<file path="src/rtl/gen_share_pkg.sv">
// Shared types and helpers for the generator-sharing arbiter: FSM state encoding,
// default data width and index-width helper.
package gen_share_pkg;

    localparam int unsigned DefaultWidth = 32;

    typedef enum logic [1:0] {
        StIdle,
        StLaunch,
        StStream,
        StFinish
    } state_e;

    function automatic int unsigned idx_width(input int unsigned n);
        return (n <= 1) ? 1 : $clog2(n);
    endfunction

endpackage

</file>
<file path="src/rtl/gen_share_rr_pick.sv">
// Combinational round-robin picker: returns the first pending index at or after i_rr_ptr,
// wrapping modulo N_REQ.
module gen_share_rr_pick
    import gen_share_pkg::*;
#(
    parameter int unsigned N_REQ = 2,
    localparam int unsigned IW = idx_width(N_REQ)
) (
    input  logic [N_REQ-1:0] i_pending,
    input  logic [IW-1:0]    i_rr_ptr,
    output logic             o_found,
    output logic [IW-1:0]    o_idx
);

    logic [IW:0] w_sum;

    // Scan from the farthest offset down so the nearest pending index is written last.
    always_comb begin
        o_found = 1'b0;
        o_idx   = '0;
        w_sum   = '0;
        for (int k = N_REQ - 1; k >= 0; k--) begin
            w_sum = {1'b0, i_rr_ptr} + (IW + 1)'(k);
            if (w_sum >= (IW + 1)'(N_REQ)) begin
                w_sum = w_sum - (IW + 1)'(N_REQ);
            end
            if (i_pending[w_sum[IW-1:0]]) begin
                o_found = 1'b1;
                o_idx   = w_sum[IW-1:0];
            end
        end
    end

endmodule

</file>
<file path="src/rtl/gen_share_arbiter.sv">
// Shares one generator-style instance between N_REQ requesters: queues starts, grants
// round-robin, launches with the winner's arguments and routes the output stream.
module gen_share_arbiter
    import gen_share_pkg::*;
#(
    parameter int unsigned N_REQ = 2,
    parameter int unsigned WIDTH = DefaultWidth,
    localparam int unsigned IW = idx_width(N_REQ)
) (
    input  logic                   _clock,
    input  logic                   _reset,
    input  logic [N_REQ-1:0]       req_start,
    input  logic [N_REQ*WIDTH-1:0] req_base,
    input  logic [N_REQ*WIDTH-1:0] req_limit,
    input  logic [N_REQ*WIDTH-1:0] req_step,
    input  logic [N_REQ-1:0]       req_ready,
    output logic [N_REQ-1:0]       req_valid,
    output logic [N_REQ*WIDTH-1:0] req_0,
    output logic [N_REQ-1:0]       req_done,
    output logic                   gen__start,
    output logic                   gen__reset,
    output logic                   gen__ready,
    output logic [WIDTH-1:0]       gen_base,
    output logic [WIDTH-1:0]       gen_limit,
    output logic [WIDTH-1:0]       gen_step,
    input  logic                   gen__valid,
    input  logic                   gen__done,
    input  logic [WIDTH-1:0]       gen__0,
    output logic                   busy,
    output logic [IW-1:0]          grant_id
);

    state_e                       r_state;
    state_e                       w_state_d;
    logic [N_REQ-1:0]             r_pending;
    logic [N_REQ-1:0]             w_clr;
    logic [N_REQ-1:0][WIDTH-1:0]  r_base;
    logic [N_REQ-1:0][WIDTH-1:0]  r_limit;
    logic [N_REQ-1:0][WIDTH-1:0]  r_step;
    logic [IW-1:0]                r_grant;
    logic [IW-1:0]                r_rr_ptr;
    logic [IW-1:0]                w_rr_next;
    logic [IW-1:0]                w_pick_idx;
    logic                         w_pick_found;
    logic                         r_start;
    logic [WIDTH-1:0]             r_gen_base;
    logic [WIDTH-1:0]             r_gen_limit;
    logic [WIDTH-1:0]             r_gen_step;

    gen_share_rr_pick #(
        .N_REQ (N_REQ)
    ) u_pick (
        .i_pending (r_pending),
        .i_rr_ptr  (r_rr_ptr),
        .o_found   (w_pick_found),
        .o_idx     (w_pick_idx)
    );

    assign w_rr_next = (r_grant == IW'(N_REQ - 1)) ? '0 : r_grant + 1'b1;

    always_comb begin
        w_state_d = r_state;
        w_clr     = '0;
        case (r_state)
            StIdle: begin
                if (w_pick_found) begin
                    w_state_d         = StLaunch;
                    w_clr[w_pick_idx] = 1'b1;
                end
            end
            // gen__done is stale here; the instance only sees its start this cycle.
            StLaunch: w_state_d = StStream;
            // A final beat still held by backpressure keeps us streaming.
            StStream: begin
                if (gen__done && !gen__valid) begin
                    w_state_d = StFinish;
                end
            end
            StFinish: w_state_d = StIdle;
            default:  w_state_d = StIdle;
        endcase
    end

    always_comb begin
        gen__ready = 1'b0;
        req_valid  = '0;
        req_0      = '0;
        req_done   = '0;
        if (r_state == StStream) begin
            gen__ready = req_ready[r_grant];
        end
        for (int i = 0; i < N_REQ; i++) begin
            if (r_grant == IW'(i)) begin
                req_0[i*WIDTH +: WIDTH] = gen__0;
                req_valid[i]            = (r_state == StStream) && gen__valid;
                req_done[i]             = (r_state == StFinish);
            end
        end
    end

    always_ff @(posedge _clock) begin
        if (_reset) begin
            r_state     <= StIdle;
            r_pending   <= '0;
            r_rr_ptr    <= '0;
            r_grant     <= '0;
            r_start     <= 1'b0;
            r_gen_base  <= '0;
            r_gen_limit <= '0;
            r_gen_step  <= '0;
            r_base      <= '0;
            r_limit     <= '0;
            r_step      <= '0;
        end else begin
            r_state   <= w_state_d;
            // OR-ing starts after the clear keeps a same-cycle restart pending.
            r_pending <= (r_pending & ~w_clr) | req_start;
            r_start   <= (w_state_d == StLaunch);
            for (int i = 0; i < N_REQ; i++) begin
                if (req_start[i]) begin
                    r_base[i]  <= req_base[i*WIDTH +: WIDTH];
                    r_limit[i] <= req_limit[i*WIDTH +: WIDTH];
                    r_step[i]  <= req_step[i*WIDTH +: WIDTH];
                end
            end
            if (r_state == StIdle && w_pick_found) begin
                r_grant     <= w_pick_idx;
                r_gen_base  <= r_base[w_pick_idx];
                r_gen_limit <= r_limit[w_pick_idx];
                r_gen_step  <= r_step[w_pick_idx];
            end
            if (r_state == StFinish) begin
                r_rr_ptr <= w_rr_next;
            end
        end
    end

    assign gen__start = r_start;
    assign gen__reset = _reset;
    assign gen_base   = r_gen_base;
    assign gen_limit  = r_gen_limit;
    assign gen_step   = r_gen_step;
    assign busy       = (r_state != StIdle);
    assign grant_id   = r_grant;

endmodule

</file>
<file path="config.mk">
export PLATFORM = sky130hd
export DESIGN_NAME = gen_share_arbiter
export DESIGN_NICKNAME = d
export VERILOG_FILES = /design/src/rtl/gen_share_pkg.sv /design/src/rtl/gen_share_rr_pick.sv /design/src/rtl/gen_share_arbiter.sv
export SDC_FILE = /design/constraint.sdc
export NUM_CORES = 1
export LEC_CHECK = 0
export BUFFER_PORTS_ARGS = -buffer_cell sky130_fd_sc_hd__buf_2
export CAP_MARGIN = 20
export CORE_ASPECT_RATIO = 2
export CORE_MARGIN = 4
export CORE_UTILIZATION = 39
export CTS_CLUSTER_DIAMETER = 40
export DETAILED_ROUTE_END_ITERATION = 16
export GPL_TIMING_DRIVEN = 0
export PLACE_DENSITY = 0.74
export SLEW_MARGIN = 20
export SYNTH_ARGS = -nofsm -noshare
export SYNTH_HDL_FRONTEND = slang
export SYNTH_SLANG_ARGS = --single-unit
</file>
<file path="constraint.sdc">
create_clock -name _clock -period 1.9 [get_ports _clock]
set_input_delay 0.475 -clock _clock [delete_from_list [all_inputs] [get_ports _clock]]
set_output_delay 0.475 -clock _clock [all_outputs]
set_load 0.03 [all_outputs]
</file>
==> impl_metrics.json <==
{
  "setup_ws_ns": -0.138,
  "placement_rows": 92,
  "failed_checks": "setup timing",
  "crit_buf_inv": 3,
  "most_common_cell_after_layout_fill_and_taps_aside": "buf_2",
  "start_kind": "register",
  "number_of_nets_produced_by_synthesis": 1525,
  "setup.worst_path.end_class": "primary output",
  "ctsHtreeMaxLevel": 1,
  "final_hold_viol_count": 0,
  "worst_path_most_repeated_cell": "buf_6",
  "critPathSlowestCell": "dfxtp_4",
  "slowest_delay_ns": 0.39,
  "routed_wl_mm": 44.3,
  "critical_path_class": "register to primary output",
  "initial_core_util_pct": 39.4,
  "timing.final.crit_share_pct": 107,
  "grt_first_pass_wirelength_mm": 64.7,
  "postSynthRegisterBits": 295,
  "io_pins": 401,
  "min_path_type": "input port to register",
  "global_route_total_overflow": 0,
  "critical_path.max_fanout": 10,
  "p_leak_uw": 0.00747,
  "area_growth_pct": 34.0,
  "power_frac_comb_pct": 27.0,
  "number_of_enable_flip_flop_cells_after_synthesis": 0,
  "power_report.internal_total_uw": 11900,
  "clk_latency_ns": 0.56,
  "global_route.usage.total_pct": 23.7,
  "cts_tree": "done",
  "crit-reg2reg-launch": "r_state[0]$_SDFF_PP0_",
  "synthFlopType": "dfxtp_1",
  "num-nets-final": 1963,
  "cts.sink_count": 295,
  "max-cap-violations": 0,
  "proportion_of_power_drawn_by_the_clock_network_pct": 32.8,
  "swShare_pct": 34.0,
  "clock_tree.buffer_depth": 3,
  "postCtsHoldBufs": 0,
  "drtAntennaViolNets": 0,
  "whs_endpoint": "r_step[53]$_SDFFE_PP0P_",
  "dp_hpwl_mm": 33.6,
  "port_buffers": 397,
  "fill_cells": 2846,
  "status": "finished with violations",
  "route.vias.total": 11300,
  "fp.coreArea_mm2": 0.0314,
  "instance_count_of_the_mapped_netlist": 1289,
  "r2r_end": "gen_base[18]$_SDFFE_PP0P_",
  "detailedRoute.firstPassIterationCount": 5,
  "worst_hold_startpoint": "req_step[53]",
  "synth.avg_cell_area_um2": 9.60,
  "netlist-cell-type-count": 33,
  "finalMaxSlewViolations": 0,
  "power.sequential.fraction_pct": 40.3,
  "post_synth_instance_area_mm2": 0.0124,
  "drt-vias-per-instance": 5.16,
  "fin_skew_ns": 0.0170,
  "peakVddDrop_uv": 821,
  "launch_point_of_the_critical_path": "grant_id$_SDFFE_PP0P_",
  "layout-drive-gt1-share_pct": 36.7,
  "ys.warnings.count": 0,
  "cts_root_buf": "clkbuf_16",
  "cp_top_family": "buffers and inverters",
  "switching_power_uw": 6150,
  "cellPowerDensity_mw_per_mm2": 1090,
  "min_period_ns": 2.04,
  "synth.yosys.seq_area_share_pct": 47.7,
  "cp.required_ns": 1.42,
  "postSynth.asyncResetShare_pct": 0,
  "timing.reg2reg.setup_slack_ns": 0.11,
  "instances_no_fill": 2182,
  "crit_chain": "buf_6, clkbuf_16, and3_4, buf_6",
  "min_delay_path_depth": 3,
  "die_ar_mm2": 0.0348,
  "tightest_slew_ns": 0.793,
  "grt_antenna_before_repair": 14,
  "rsz0062_at_grt": "yes",
  "layout_common_cells": "374 x buf_2, 292 x dfxtp_1, 291 x nor2_1",
  "dr.first_iter.drc_count": 370,
  "numPlacedInstances": 2109,
  "achievable_clock_frequency_mhz": 491,
  "floorplan.die.height_um": 260,
  "grt_start_max_net_pins": 16,
  "r2r.worst_path.cells": 6,
  "route.detailed.drc": 0,
  "clk_pin_slew_worst_paths_ns": 0.06,
  "holdWs_ns": 0.147,
  "first_global_vias": 11500,
  "wire_per_inst_um": 20.3,
  "die_width_um": 134,
  "slew-limit-headroom_pct": 47.1,
  "cp_data_arrival_time_ns": 1.56,
  "cts-buffers-inserted": 30,
  "gpl.final_weighted_congestion": 0.867,
  "setup-violations-final": 55
}
## power by group through the flow
stage	Sequential, uW	Combinational [uW]	Clock [uW]
2_1_floorplan	8080	2270	0
4_1_cts	7270	4810	6030
6_report	7280	4880	5920
5_1_grt	7330	5210	6280
3_3_place_gp	7370	4470	0
3_5_place_dp	7390	4550	0
## per-stage QoR
step	setup slack, ns	setup TNS, ns	instance area [um2]	utilization (%)	power (uW)
finish	-0.138	-3.79	16600	52.8	18100
floorplan	0.140	0	12400	-	10300
global placement	-0.159	-9.95	14900	47.4	11800
detailed placement	-0.188	-16.44	14900	47.4	11900
global route	-0.197	-7.27	16600	52.8	18800
CTS	-0.124	-4.69	16400	52.3	18100
## worst register-to-register path, delay by kind of cell (launching register included)
| kind | cells | cell delay [ns] |
|---|---|---|
| buffers and inverters | 3 | 0.80 |
| DFF | 1 | 0.37 |
| AOI/OAI and AO/OA | 2 | 0.31 |
| adders and majority gates | 1 | 0.16 |
## sequential cells by signal (all words and copies together), names as in the netlist
signal and count:
r_pending 2, r_base 64, gen_limit 32, gen_base 32
r_rr_ptr 1, r_state 2, r_limit 64, gen_step 32
r_step 64, gen__start 1, grant_id 1
## worst max path at each step
stage,end,cells past startpoint
final,req_valid[1],4
after global routing,gen__ready,4
after CTS,req_valid[1],4
after detailed placement,r_step[21]$_SDFFE_PP0P_,4
after global placement,r_base[23]$_SDFFE_PP0P_,4
after floorplan,req_0[44],3
## area by class of cell
type / instances / area, um2 / area share, %
plain buffers: 126 / 792 / 4.78
clock inverters: 12 / 134 / 0.807
multi-input cells: 863 / 5910 / 35.6
inverters: 5 / 23.8 / 0.143
repair buffers: 406 / 2390 / 14.4
diodes: 11 / 27.5 / 0.166
clock buffers: 41 / 853 / 5.15
flip-flops and latches: 295 / 5920 / 35.7
well taps: 423 / 529 / 3.19
## kinds of logic after synthesis
group | share of synthesized area [%]
buffers and inverters | 5.83
adder cells (fa/ha/maj) | 0.405
AND/OR/NAND/NOR | 17.7
AO/OA/AOI/OAI | 12.7
multiplexers | 15.6
flip-flops | 47.7
## per-layer routing
metal  global-route usage, %  up-vias  wire, um
li1                        -     5382         -
met1                    22.2     5278     14500
met2                    46.7      471     24500
met3                    4.68      120      2820
met4                    13.3        4      2410
met5                       0        -        26
## cells in the mapped netlist, types with 5 or more instances
library cell  instances  area, um2
and2_1               33        206
buf_6                 5       56.3
buf_4                18        135
clkbuf_1             47        176
o21ai_0              59        295
nand3_2              29        290
a311oi_2             29        435
nand3_1              67        335
nor2b_1              37        231
mux2i_1             193       1930
buf_2                49        245
dfxtp_1             295       5910
a311oi_1             67        587
o21ai_1              40        200
nor2_1              292       1100
## what timing repair did
action / 4_1_cts / 5_1_grt
resized for setup: 163 / 34
gates cloned: 2 / 1
buffers inserted: 4 / 3
setup endpoints to repair: 102 / 95
pin swaps: 2 / 1
hold endpoints to repair: 0 / 0
Power figures use the tool's default switching activity.
